## src/rtl/sixteen_bit_or_serializer.sv

```systemverilog
// Bit-serial transmitter for the bitwise OR of two operands, sent LSB first with valid/ready per bit.
// Optional trailing even-parity bit when SIXTEEN_BIT_OR_PARITY_EN is defined.
//
// state    | meaning
// IDLE     | waiting for operands, in_ready high
// SHIFT    | sending data bits from shift_reg[0]
// PARITY   | sending the latched parity bit (SIXTEEN_BIT_OR_PARITY_EN only)
module sixteen_bit_or_serializer #(
  parameter int WIDTH = 16,
  parameter int CNT_W = 4
) (
  input  logic             clk,
  input  logic             rst_n,
  input  logic             in_valid,
  output logic             in_ready,
  input  logic [WIDTH-1:0] a,
  input  logic [WIDTH-1:0] b,
  input  logic             ser_ready,
  output logic             ser_valid,
  output logic             ser_out,
  output logic             ser_last,
  output logic             busy
);

  localparam logic [1:0] S_IDLE  = 2'd0;
  localparam logic [1:0] S_SHIFT = 2'd1;
`ifdef SIXTEEN_BIT_OR_PARITY_EN
  localparam logic [1:0] S_PARITY     = 2'd2;
  localparam logic       LAST_ON_DATA = 1'b0;
`else
  localparam logic       LAST_ON_DATA = 1'b1;
`endif

  logic [1:0]       state;
  logic [WIDTH-1:0] shift_reg;
  logic [CNT_W-1:0] cnt;
  logic             accept;
  logic             at_end;

  // in_ready is gated by rst_n so it reads low while reset is held
  assign in_ready = rst_n & (state == S_IDLE);
  assign accept   = in_valid & in_ready;
  assign at_end   = (cnt == CNT_W'(WIDTH - 1));

`ifdef SIXTEEN_BIT_OR_PARITY_EN
  logic parity;

  always_ff @(posedge clk or negedge rst_n) begin
    if (!rst_n) begin
      parity <= 1'b0;
    end else if (accept) begin
      parity <= ^(a | b);
    end
  end
`endif

  always_ff @(posedge clk or negedge rst_n) begin
    if (!rst_n) begin
      state     <= S_IDLE;
      shift_reg <= '0;
      cnt       <= '0;
    end else begin
      case (state)
        S_IDLE: begin
          if (accept) begin
            shift_reg <= a | b;
            cnt       <= '0;
            state     <= S_SHIFT;
          end
        end
        S_SHIFT: begin
          if (ser_ready) begin
            shift_reg <= {1'b0, shift_reg[WIDTH-1:1]};
            cnt       <= cnt + CNT_W'(1);
            if (at_end) begin
`ifdef SIXTEEN_BIT_OR_PARITY_EN
              state <= S_PARITY;
`else
              state <= S_IDLE;
`endif
            end
          end
        end
`ifdef SIXTEEN_BIT_OR_PARITY_EN
        S_PARITY: begin
          if (ser_ready) begin
            state <= S_IDLE;
          end
        end
`endif
        default: state <= S_IDLE;
      endcase
    end
  end

  always_comb begin
    ser_valid = 1'b0;
    ser_out   = 1'b0;
    ser_last  = 1'b0;
    busy      = 1'b0;
    case (state)
      S_SHIFT: begin
        ser_valid = 1'b1;
        busy      = 1'b1;
        ser_out   = shift_reg[0];
        ser_last  = LAST_ON_DATA & at_end;
      end
`ifdef SIXTEEN_BIT_OR_PARITY_EN
      S_PARITY: begin
        ser_valid = 1'b1;
        busy      = 1'b1;
        ser_out   = parity;
        ser_last  = 1'b1;
      end
`endif
      default: ;
    endcase
  end

endmodule

```

## config.mk

```make
export PLATFORM = sky130hd
export DESIGN_NAME = sixteen_bit_or_serializer
export DESIGN_NICKNAME = d
export VERILOG_FILES = /design/src/rtl/sixteen_bit_or_serializer.sv
export SDC_FILE = /design/constraint.sdc
export NUM_CORES = 1
export LEC_CHECK = 0
export CELL_PAD_IN_SITES_DETAIL_PLACEMENT = 1
export CELL_PAD_IN_SITES_GLOBAL_PLACEMENT = 1
export CORE_ASPECT_RATIO = 0.6
export CORE_MARGIN = 2
export CORE_UTILIZATION = 33
export CTS_CLUSTER_DIAMETER = 120
export DETAILED_ROUTE_END_ITERATION = 10
export PLACE_DENSITY_LB_ADDON = 0.25
export SYNTH_ARGS = -nofsm -noshare
export SYNTH_HDL_FRONTEND = slang
export SYNTH_SLANG_ARGS = --single-unit
```

## constraint.sdc

```tcl
create_clock -name clk -period 1.8 [get_ports clk]
set_input_delay 0.27 -clock clk [delete_from_list [all_inputs] [get_ports clk]]
set_output_delay 0.27 -clock clk [all_outputs]
set_load 0.05 [all_outputs]
```

==> results of run 1 <==
[cells by family (layout without fill, tap and decap cells)]
group / Yosys count / after routing
AOI/OAI and AO/OA: 21 / 21
and+or+nand+nor: 46 / 46
muxes: 15 / 15
adders and majority gates: 1 / 1
buffers and inverters: 8 / 49
DFF: 21 / 21
[power by group]
group / total, µW / internal [µW] / switching [µW]
sequential: 858 / 706 / 152
clock: 305 / 157 / 148
combinational: 1220 / 669 / 547
[final timing paths]
| check | startpoint | to | cells after the start |
|---|---|---|---|
| worst max-delay path | rst_n | in_ready | 4 |
| worst min-delay path | rst_n | shift_reg[5]$_DFFE_PN0P_ | 2 |
| worst max register to register | state[0]$_DFFE_PN0P_ | shift_reg[8]$_DFFE_PN0P_ | 3 |
| worst min register to register | shift_reg[15]$_DFFE_PN0P_ | shift_reg[15]$_DFFE_PN0P_ | 1 |
| max in group asynchronous | rst_n | state[0]$_DFFE_PN0P_ | 2 |
| min in group clk | shift_reg[15]$_DFFE_PN0P_ | shift_reg[15]$_DFFE_PN0P_ | 1 |
[cell usage in the layout, fill, tap and decap left out]
master,netlist,layout
clkbuf_8,0,3
and2_1,1,1
nor2_1,17,17
clkdlybuf4s50_1,0,35
buf_4,1,4
clkbuf_1,3,1
inv_1,1,1
and4_2,0,1
o21ai_0,16,16
o31ai_1,1,1
nand3b_1,1,1
a22o_1,1,1
nor2b_2,0,1
nand4_1,1,1
nand2_4,1,1
o2bb2ai_1,1,1
nand3b_4,1,1
dfrtp_1,21,20
nand3_1,3,3
a21o_1,1,1
mux2_4,7,7
buf_12,0,5
ha_1,1,1
o211ai_1,1,1
nand2_1,18,18
and2_4,1,1
mux2_2,8,8
dfrtp_2,0,1
[layer usage]
metal  vias up  part of all wire, %  global-route usage (%)
li1        459                    -                       -
met1       449                   48                    18.2
met2        26                   46                    24.2
met3         2                  5.4                    3.52
met4         0                 0.83                    3.45
met5         -                    0                       0
[critical path, delay by kind of cell]
| kind | cells | cell delay [ns] |
|---|---|---|
| buffers and inverters | 3 | 0.95 |
| and+or+nand+nor | 1 | 0.19 |
[final cells by class]
type / instances / area, µm²
inverters: 1 / 3.75
fillers: 377 / 1600
repair buffers: 44 / 480
clock buffers: 4 / 45.0
flip-flops and latches: 21 / 527
well taps: 45 / 56.3
multi-input cells: 83 / 553
[metrics by stage]
stage | instance area [µm²] | setup slack, ns | cells | hold WS [ns] | utilization (%)
after global placement | 1620 | 0.0639 | 194 | 0.482 | 49.7
after floorplan | 1140 | 0.108 | 112 | -0.0256 | -
final | 1670 | 0.119 | 198 | 0.470 | 51.0
after CTS | 1670 | 0.105 | 198 | 0.463 | 51.0
after global routing | 1670 | 0.0311 | 198 | 0.505 | 51.0
after detailed placement | 1620 | 0.0212 | 194 | 0.484 | 49.7
==> key figures, run 1 <==
Status
  • Status: completed

Route
  • DR vias: 936
  • ANT nets after route: 0
  • First DRT Iteration DRCs: 43
  • WL per Instance: 12.8 µm
  • Vias per cell: 4.73
  • DRC Markers: 0
  • Detailed Route WL: 2530 µm
  • DRT Pass-1 Iters: 2

Power and ir drop
  • Pleak: 0.000753 µW
  • Total Power: 2380 µW
  • Worst IR Drop VDD: 614 µV
  • Pwr Density: 1430 mW/mm²

Synthesis
  • Post-Syn Area per Cell: 10.1 µm²
  • Most common cell in the synthesized netlist: dfrtp_1
  • Netlist cell types: 26
  • Mux cell area share after synthesis: 17.2%
  • Synth cell count leaders: dfrtp_1 (21), nand2_1 (18), nor2_1 (17)
  • Mapped cell area: 0.00113 mm²
  • Mapped Cells: 112
  • Top cells by area, synth: dfrtp_1 (46%), mux2_4 (9.3%), mux2_2 (7.9%)
  • Post-synth EDFFs: 0
  • Leading area contributor after synthesis: dfrtp_1
  • Post-Synth XOR/XNOR Area: 0%
  • Simple-Gate Fraction of Synth Area: 19.5%
  • Synth Area in Adders: 1.10%
  • Register area share after synthesis: 46.3%
  • Synthesized flop and latch total: 21
  • Most used flip-flop cell after synthesis: dfrtp_1
  • Synth top area share: 46.3%
  • Post-synthesis compound-gate area fraction: 10.6%
  • Largest family of logic cells by synthesized area: simple AND/OR/NAND/NOR gates
  • Syn Nets: 149
  • Async set or reset register ratio after synthesis: 100%
  • Synthesis Warnings: 0

Global routing
  • First-pass GRT wire length: 4420 µm
  • Gr usage total: 14.3%
  • Initial antenna violation count: 0
  • GR Overflow Total: 0
  • Vias in the first global route: 1,019
  • Largest net degree at the start of global routing: 32

Critical path
  • Worst Setup Path Type: in2out
  • CP required: 1.53 ns
  • Critical Path AT: 1.41 ns
  • Worst Path Max Fanout: 7
  • CP max-delay cell: clkdlybuf4s50_1
  • CP Capture Type: primary output
  • Slowest stage delay, CP: 0.59 ns
  • R2R setup slack: 0.41 ns
  • CP Cell Sequence: clkdlybuf4s50_1 > buf_4 > nor2b_2 > buf_12
  • CP startpoint kind: primary input

CTS
  • Clock latency on the worst-skew pair: 0.26 ns
  • TritonCTS clock tree: done
  • Clk sinks: 21
  • Reg clk slew, reported paths: 0.07 ns
  • H-tree depth: 1
  • Post-CTS Resized: 0
  • Setup bufs post-CTS: 0
  • TritonCTS Buffers: 3
  • Hold_buf cts: 0
  • Clock buffer depth: 2
  • Root Buffer: clkbuf_8

Layout
  • Layout cells sized above 1: 21.6%
  • Final Net Count: 191
  • Area delta synth->final: 46.7%
  • Max reg flops: 16
  • N_diodes: 0

Place
  • IO buf count: 40
  • GP Congestion: 0.747
  • DP HPWL: 1950 µm

Floorplan
  • Die height: 49.4 µm
  • Die area: 0.00394 mm²
  • # rows: 16
  • Chip Width: 79.7 µm
  • Initial cell density of the core: 34.8%
  • # IOs: 41
  • CORE AREA: 0.00326 mm²

Timing
  • Worst-Margin Slew: 0.271 ns
  • Tcrit/Tclk final: 93.4%
  • Final setup vio count: 0
  • RSZ-0062 raised after global routing: false
  • Final Max Tran Viols: 0
  • Fin. Hold Viols: 0
  • Clock skew: 0.00250 ns
  • Worst slew margin: 82.0%
  • Peak Freq: 0.595 GHz
  • Setup Total Neg Slack: 0 ns
  • Final min period: 1.68 ns

Job
  • Max Cap Viol: 0

Worst hold path
  • Worst hold path type: in2async
Power figures use the tool's default switching activity.
==> inputs of run 2 (changes only) <==
--- a/config.mk
+++ b/config.mk
@@ -12,6 +12,7 @@
 export CORE_UTILIZATION = 33
 export CTS_CLUSTER_DIAMETER = 120
 export DETAILED_ROUTE_END_ITERATION = 10
+export GPL_TIMING_DRIVEN = 0
 export PLACE_DENSITY_LB_ADDON = 0.25
 export SYNTH_ARGS = -nofsm -noshare
 export SYNTH_HDL_FRONTEND = slang
==> key figures, run 2 (synthesis results as in run 1) <==
Critical path
  • Critical Path AT: 1.49 ns (was 1.41 ns)
  • CP Capture Type: primary output (unchanged)
  • CP Cell Sequence: buf_6 > nor2b_2 > clkdlybuf4s15_1 (was clkdlybuf4s50_1 > buf_4 > nor2b_2 > buf_12)
  • CP max-delay cell: clkdlybuf4s15_1 (was clkdlybuf4s50_1)
  • Worst Setup Path Type: reg2out (was in2out)
  • Worst Path Max Fanout: 19 (was 7)
  • Slowest stage delay, CP: 0.49 ns (was 0.59 ns)
  • CP required: 1.53 ns (about the same)
  • CP startpoint kind: register (was primary input)

Global routing
  • First-pass GRT wire length: 4880 µm (was 4420 µm)
  • GR Overflow Total: 0 (unchanged)
  • Vias in the first global route: 1,005 (was 1,019)
  • Gr usage total: 16.4% (was 14.3%)
  • Largest net degree at the start of global routing: 20 (was 32)
  • Initial antenna violation count: 0 (unchanged)

Timing
  • Tcrit/Tclk final: 97.5% (was 93.4%)
  • Final min period: 1.76 ns (was 1.68 ns)
  • Worst Hold Slack: 0.340 ns (was 0.470 ns)
  • Fin. Hold Viols: 0 (unchanged)
  • Clock skew: 0.00775 ns (was 0.00250 ns)
  • Final worst setup slack: 0.0441 ns (was 0.119 ns)
  • Peak Freq: 0.570 GHz (was 0.595 GHz)
  • Worst slew margin: 58.7% (was 82.0%)
  • RSZ-0062 raised after global routing: false (unchanged)
  • Worst-Margin Slew: 0.617 ns (was 0.271 ns)
  • Final Max Tran Viols: 0 (unchanged)
  • Final setup vio count: 0 (unchanged)

Layout
  • Layout cells sized above 1: 20.4% (was 21.6%)
  • Fin util: 50.5% (was 51.0%)
  • Max reg flops: 16 (unchanged)
  • Area delta synth->final: 45.3% (was 46.7%)
  • Final Net Count: 195 (was 191)
  • Most frequent cells in the layout: clkdlybuf4s50_1 (35), dfrtp_1 (20), nand2_1 (18), nor2_1 (17), o21ai_0 (16) (unchanged)
  • N_diodes: 0 (unchanged)
  • # fillers: 379 (was 377)
  • Most common cell after layout, fill and taps aside: clkdlybuf4s50_1 (unchanged)

Place
  • IO buf count: 40 (unchanged)
  • GP Congestion: 0.760 (was 0.747)
  • DP HPWL: 2230 µm (was 1950 µm)
  • Pre-CTS setup slack: -1.14 ns (was 0.0212 ns)

Power and ir drop
  • Pleak: 0.000748 µW (was 0.000753 µW)
  • Worst IR Drop VDD: 548 µV (was 614 µV)
  • Pwr Density: 1430 mW/mm² (about the same)

CTS
  • Clock latency on the worst-skew pair: 0.26 ns (about the same)
  • Clock buffer depth: 2 (unchanged)
  • H-tree depth: 1 (unchanged)
  • Reg clk slew, reported paths: 0.09 ns (was 0.07 ns)
  • TritonCTS Buffers: 3 (unchanged)
  • Root Buffer: clkbuf_8 (unchanged)
  • Clk sinks: 21 (unchanged)
  • TritonCTS clock tree: done (unchanged)

Floorplan
  • Die area: 0.00394 mm² (unchanged)
  • Die height: 49.4 µm (unchanged)
  • Chip Width: 79.7 µm (unchanged)
  • Initial cell density of the core: 34.8% (unchanged)
  • CORE AREA: 0.00326 mm² (unchanged)
  • # IOs: 41 (unchanged)
  • # rows: 16 (unchanged)

Route
  • ANT nets after route: 0 (unchanged)
  • Vias per cell: 4.79 (was 4.73)
  • First DRT Iteration DRCs: 35 (was 43)
  • DRC Markers: 0 (unchanged)
  • WL per Instance: 14.7 µm (was 12.8 µm)
  • DRT Pass-1 Iters: 4 (was 2)
  • Detailed Route WL: 2970 µm (was 2530 µm)
  • DR vias: 968 (was 936)

Job
  • Max Cap Viol: 0 (unchanged)

Status
  • Status: completed (unchanged)

Worst hold path
  • Worst hold path type: in2reg (was in2async)
-- run 2: cell types whose count changed in the layout (fill, tap and decap cells not counted), moves of 2 or more --
cell           delta
buf_2             +2
buf_12            -5
buf_6             +2
buf_4             -3
dlygate4sd3_1     +2
-- run 2: metal layers --
| metal | global-route usage [%] | up-vias | part of all wire [%] |
|---|---|---|---|
| li1 | - | 471 | - |
| met1 | 21.3 | 465 | 45 |
| met2 | 28.2 | 30 | 49 |
| met3 | 3.70 | 2 | 4.6 |
| met4 | 3.45 | 0 | 0.71 |
| met5 | 0 | - | 0 |
-- run 2: layout make-up --
type	count	area [µm²]	share of cell area (%)
multi-input cells	83	553	33.5
flip-flops and latches	21	527	31.9
repair buffers	42	410	24.9
well taps	45	56.3	3.41
plain buffers	6	52.6	3.19
clock buffers	3	41.3	2.50
clock inverters	1	5.00	0.303
inverters	1	3.75	0.228
-- run 2: final timing paths --
check,endpoint,cells past startpoint,startpoint,slack (ns)
max,in_ready,3,state[0]$_DFFE_PN0P_,0.04
min,state[0]$_DFFE_PN0P_,3,rst_n,0.34
max reg2reg,shift_reg[8]$_DFFE_PN0P_,4,state[0]$_DFFE_PN0P_,0.19
min reg2reg,shift_reg[15]$_DFFE_PN0P_,1,shift_reg[15]$_DFFE_PN0P_,0.51
max in group asynchronous,state[0]$_DFFE_PN0P_,2,rst_n,0.73
min in group asynchronous,shift_reg[6]$_DFFE_PN0P_,2,rst_n,0.57
-- run 2: report_power, final --
group | switching [µW] | internal, µW | total (µW) | leakage, µW
combinational | 566 | 613 | 1180 | 0.000471
sequential | 151 | 705 | 856 | 0.000251
clock | 164 | 154 | 319 | 0.0000255
-- run 2: repair_timing --
item | CTS | global route
hold endpoints to repair | 12 | 0
hold buffers | 2 | 0
endpoints found under the setup margin | 23 | 2
gates resized for setup | 13 | 3
setup buffers | 0 | 0
pin swaps | 0 | 0
-- run 2: stage by stage --
| stage | instances | power [µW] | instance area, µm² | TNS [ns] |
|---|---|---|---|---|
| finish | 202 | 2350 | 1650 | 0 |
| CTS | 202 | 2380 | 1650 | 0 |
| global route | 202 | 2550 | 1650 | 0 |
| floorplan | 112 | 1710 | 1140 | 0 |
| global placement | 197 | 2000 | 1600 | -15.64 |
| detailed placement | 197 | 2070 | 1600 | -17.49 |
-- run 2: worst max-delay path: cells and delay by family, from the launching register on --
kind | cells | cell delay (ns)
and+or+nand+nor | 1 | 0.11
buffers and inverters | 2 | 0.66
DFF | 1 | 0.44
==> inputs of run 3 (changes only) <==
--- a/config.mk
+++ b/config.mk
@@ -8,12 +8,13 @@
 export CELL_PAD_IN_SITES_DETAIL_PLACEMENT = 1
 export CELL_PAD_IN_SITES_GLOBAL_PLACEMENT = 1
 export CORE_ASPECT_RATIO = 0.6
-export CORE_MARGIN = 2
+export CORE_MARGIN = 3
 export CORE_UTILIZATION = 33
 export CTS_CLUSTER_DIAMETER = 120
 export DETAILED_ROUTE_END_ITERATION = 10
 export GPL_TIMING_DRIVEN = 0
 export PLACE_DENSITY_LB_ADDON = 0.25
+export SETUP_SLACK_MARGIN = 0.4
 export SYNTH_ARGS = -nofsm -noshare
 export SYNTH_HDL_FRONTEND = slang
 export SYNTH_SLANG_ARGS = --single-unit
==> key figures, run 3 (synthesis results as in run 1) <==
Critical path
  • FF-to-FF path depth: 7 (was 4)
  • R2R setup slack: 0.26 ns (was 0.19 ns)
  • Worst r2r src: state[0]$_DFFE_PN0P_ (unchanged)
  • Worst Setup Path Type: reg2out (unchanged)
  • CP required: 1.53 ns (about the same)
  • Worst Path Max Fanout: 4 (was 19)
  • CP Capture Type: primary output (unchanged)
  • CP startpoint kind: register (unchanged)
  • Critical R2R Capture: shift_reg[7]$_DFFE_PN0P_ (was shift_reg[8]$_DFFE_PN0P_)
  • Critical Path AT: 1.36 ns (was 1.49 ns)

Global routing
  • First-pass GRT wire length: 6210 µm (was 4880 µm)
  • Initial antenna violation count: 0 (unchanged)
  • Gr usage total: 20.3% (was 16.4%)
  • Largest net degree at the start of global routing: 22 (was 20)
  • Vias in the first global route: 1,158 (was 1,005)
  • GR Overflow Total: 0 (unchanged)

CTS
  • H-tree depth: 1 (unchanged)
  • Root Buffer: clkbuf_8 (unchanged)
  • Clock buffer depth: 2 (unchanged)
  • Clock latency on the worst-skew pair: 0.27 ns (was 0.26 ns)
  • TritonCTS Buffers: 3 (unchanged)
  • Reg clk slew, reported paths: 0.08 ns (was 0.09 ns)
  • TritonCTS clock tree: done (unchanged)
  • Clk sinks: 21 (unchanged)

Power and ir drop
  • Pleak: 0.000937 µW (was 0.000748 µW)
  • Worst IR Drop VDD: 653 µV (was 548 µV)
  • Pwr Density: 1540 mW/mm² (was 1430 mW/mm²)

Layout
  • Final Net Count: 210 (was 195)
  • Reg area: 527 µm² (unchanged)
  • Max reg flops: 16 (unchanged)
  • Most common cell after layout, fill and taps aside: clkdlybuf4s50_1 (unchanged)
  • N_diodes: 0 (unchanged)
  • Area delta synth->final: 71.8% (was 45.3%)
  • Most frequent cells in the layout: clkdlybuf4s50_1 (32), dfrtp_1 (20), nor2_1 (17), nand2_1 (16), mux2_4 (15) (was clkdlybuf4s50_1 (35), dfrtp_1 (20), nand2_1 (18), nor2_1 (17), o21ai_0 (16))
  • # fillers: 326 (was 379)
  • Layout cells sized above 1: 33.1% (was 20.4%)
  • Multi-input combinational cell area: 614 µm² (was 553 µm²)
  • Fin util: 63.3% (was 50.5%)

Floorplan
  • Die area: 0.00420 mm² (was 0.00394 mm²)
  • # rows: 15 (was 16)
  • Die height: 51.4 µm (was 49.4 µm)
  • Initial cell density of the core: 36.9% (was 34.8%)
  • CORE AREA: 0.00308 mm² (was 0.00326 mm²)
  • # IOs: 41 (unchanged)
  • Chip Width: 81.7 µm (was 79.7 µm)

Timing
  • Worst slew margin: 35.8% (was 58.7%)
  • Tcrit/Tclk final: 90.6% (was 97.5%)
  • Worst-Margin Slew: 0.962 ns (was 0.617 ns)
  • Fin. Hold Viols: 0 (unchanged)
  • Final worst setup slack: 0.170 ns (was 0.0441 ns)
  • Final min period: 1.63 ns (was 1.76 ns)
  • Final setup vio count: 0 (unchanged)
  • Clock skew: 0.00220 ns (was 0.00775 ns)
  • Final Max Tran Viols: 0 (unchanged)
  • Peak Freq: 0.614 GHz (was 0.570 GHz)
  • RSZ-0062 raised after global routing: true (was false)

Route
  • DR vias: 1,088 (was 968)
  • First DRT Iteration DRCs: 31 (was 35)
  • WL per Instance: 19.5 µm (was 14.7 µm)
  • Vias per cell: 5.08 (was 4.79)
  • ANT nets after route: 0 (unchanged)
  • DRT Pass-1 Iters: 4 (unchanged)
  • Detailed Route WL: 4170 µm (was 2970 µm)
  • DRC Markers: 0 (unchanged)

Place
  • IO buf count: 40 (unchanged)
  • Pre-CTS setup slack: -1.12 ns (was -1.14 ns)
  • GP Congestion: 0.728 (was 0.760)
  • DP HPWL: 2270 µm (was 2230 µm)

Job
  • Max Cap Viol: 0 (unchanged)

Worst hold path
  • Worst hold path type: in2async (was in2reg)

Status
  • Status: completed (unchanged)
[run 3: timing repair]
item | 4_1_cts | 5_1_grt
hold buffers | 1 | 0
setup buffers | 10 | 3
cloned | 1 | 1
setup endpoints to repair | 27 | 40
resized for setup | 49 | 23
pin swaps | 0 | 1
hold endpoints to repair | 21 | 0
[run 3: cell type report]
cell class / count / area share (%)
Inverter: 1 / 0.193
Clock inverter: 1 / 0.257
Sequential cell: 21 / 27.0
Tap cell: 42 / 2.70
Clock buffer: 3 / 2.12
Timing Repair Buffer: 56 / 31.1
Multi-Input combinational cell: 83 / 31.5
Buffer: 7 / 5.07
[run 3: worst max-delay path, cell delays in order (launching register included)]
cell     delay [ns]
dfrtp_1        0.41
ha_1           0.28
and4_4         0.25
buf_8          0.14
[run 3: worst max path at each step]
stage                         start                        to  depth (start not counted)
2_1_floorplan  state[0]$_DFFE_PN0P_  shift_reg[1]$_DFFE_PN0P_                          6
3_3_place_gp                  rst_n                  in_ready                          3
3_5_place_dp                  rst_n                  in_ready                          3
4_1_cts        state[0]$_DFFE_PN0P_                  ser_last                          4
5_1_grt          cnt[0]$_DFFE_PN0P_                  ser_last                          3
6_report         cnt[0]$_DFFE_PN0P_                  ser_last                          3
[run 3: through the flow]
stage          instances  area [µm²]  TNS [ns]  total power, µW  hold WS (ns)
3_3_place_gp         194        1610    -15.73             2020         0.478
3_5_place_dp         194        1610    -16.79             2100         0.499
5_1_grt              214        1950         0             3180         0.478
6_report             214        1950         0             3000         0.379
2_1_floorplan        112        1150         0             1740       -0.0256
4_1_cts              210        1830         0             2710         0.420
[run 3: layer usage]
metal / part of all wire [%] / track usage, %
met1: 44 / 25.7
met2: 50 / 36.2
met3: 4.9 / 5.46
met4: 0.67 / 1.66
met5: 0 / 0
[run 3: power by group]
group	switching, µW	total (µW)	leakage (µW)	internal (µW)
Sequential	192	897	0.000251	705
Clock	170	325	0.0000255	155
Combinational	759	1780	0.000660	1020
Total	1120	3000	0.000937	1880
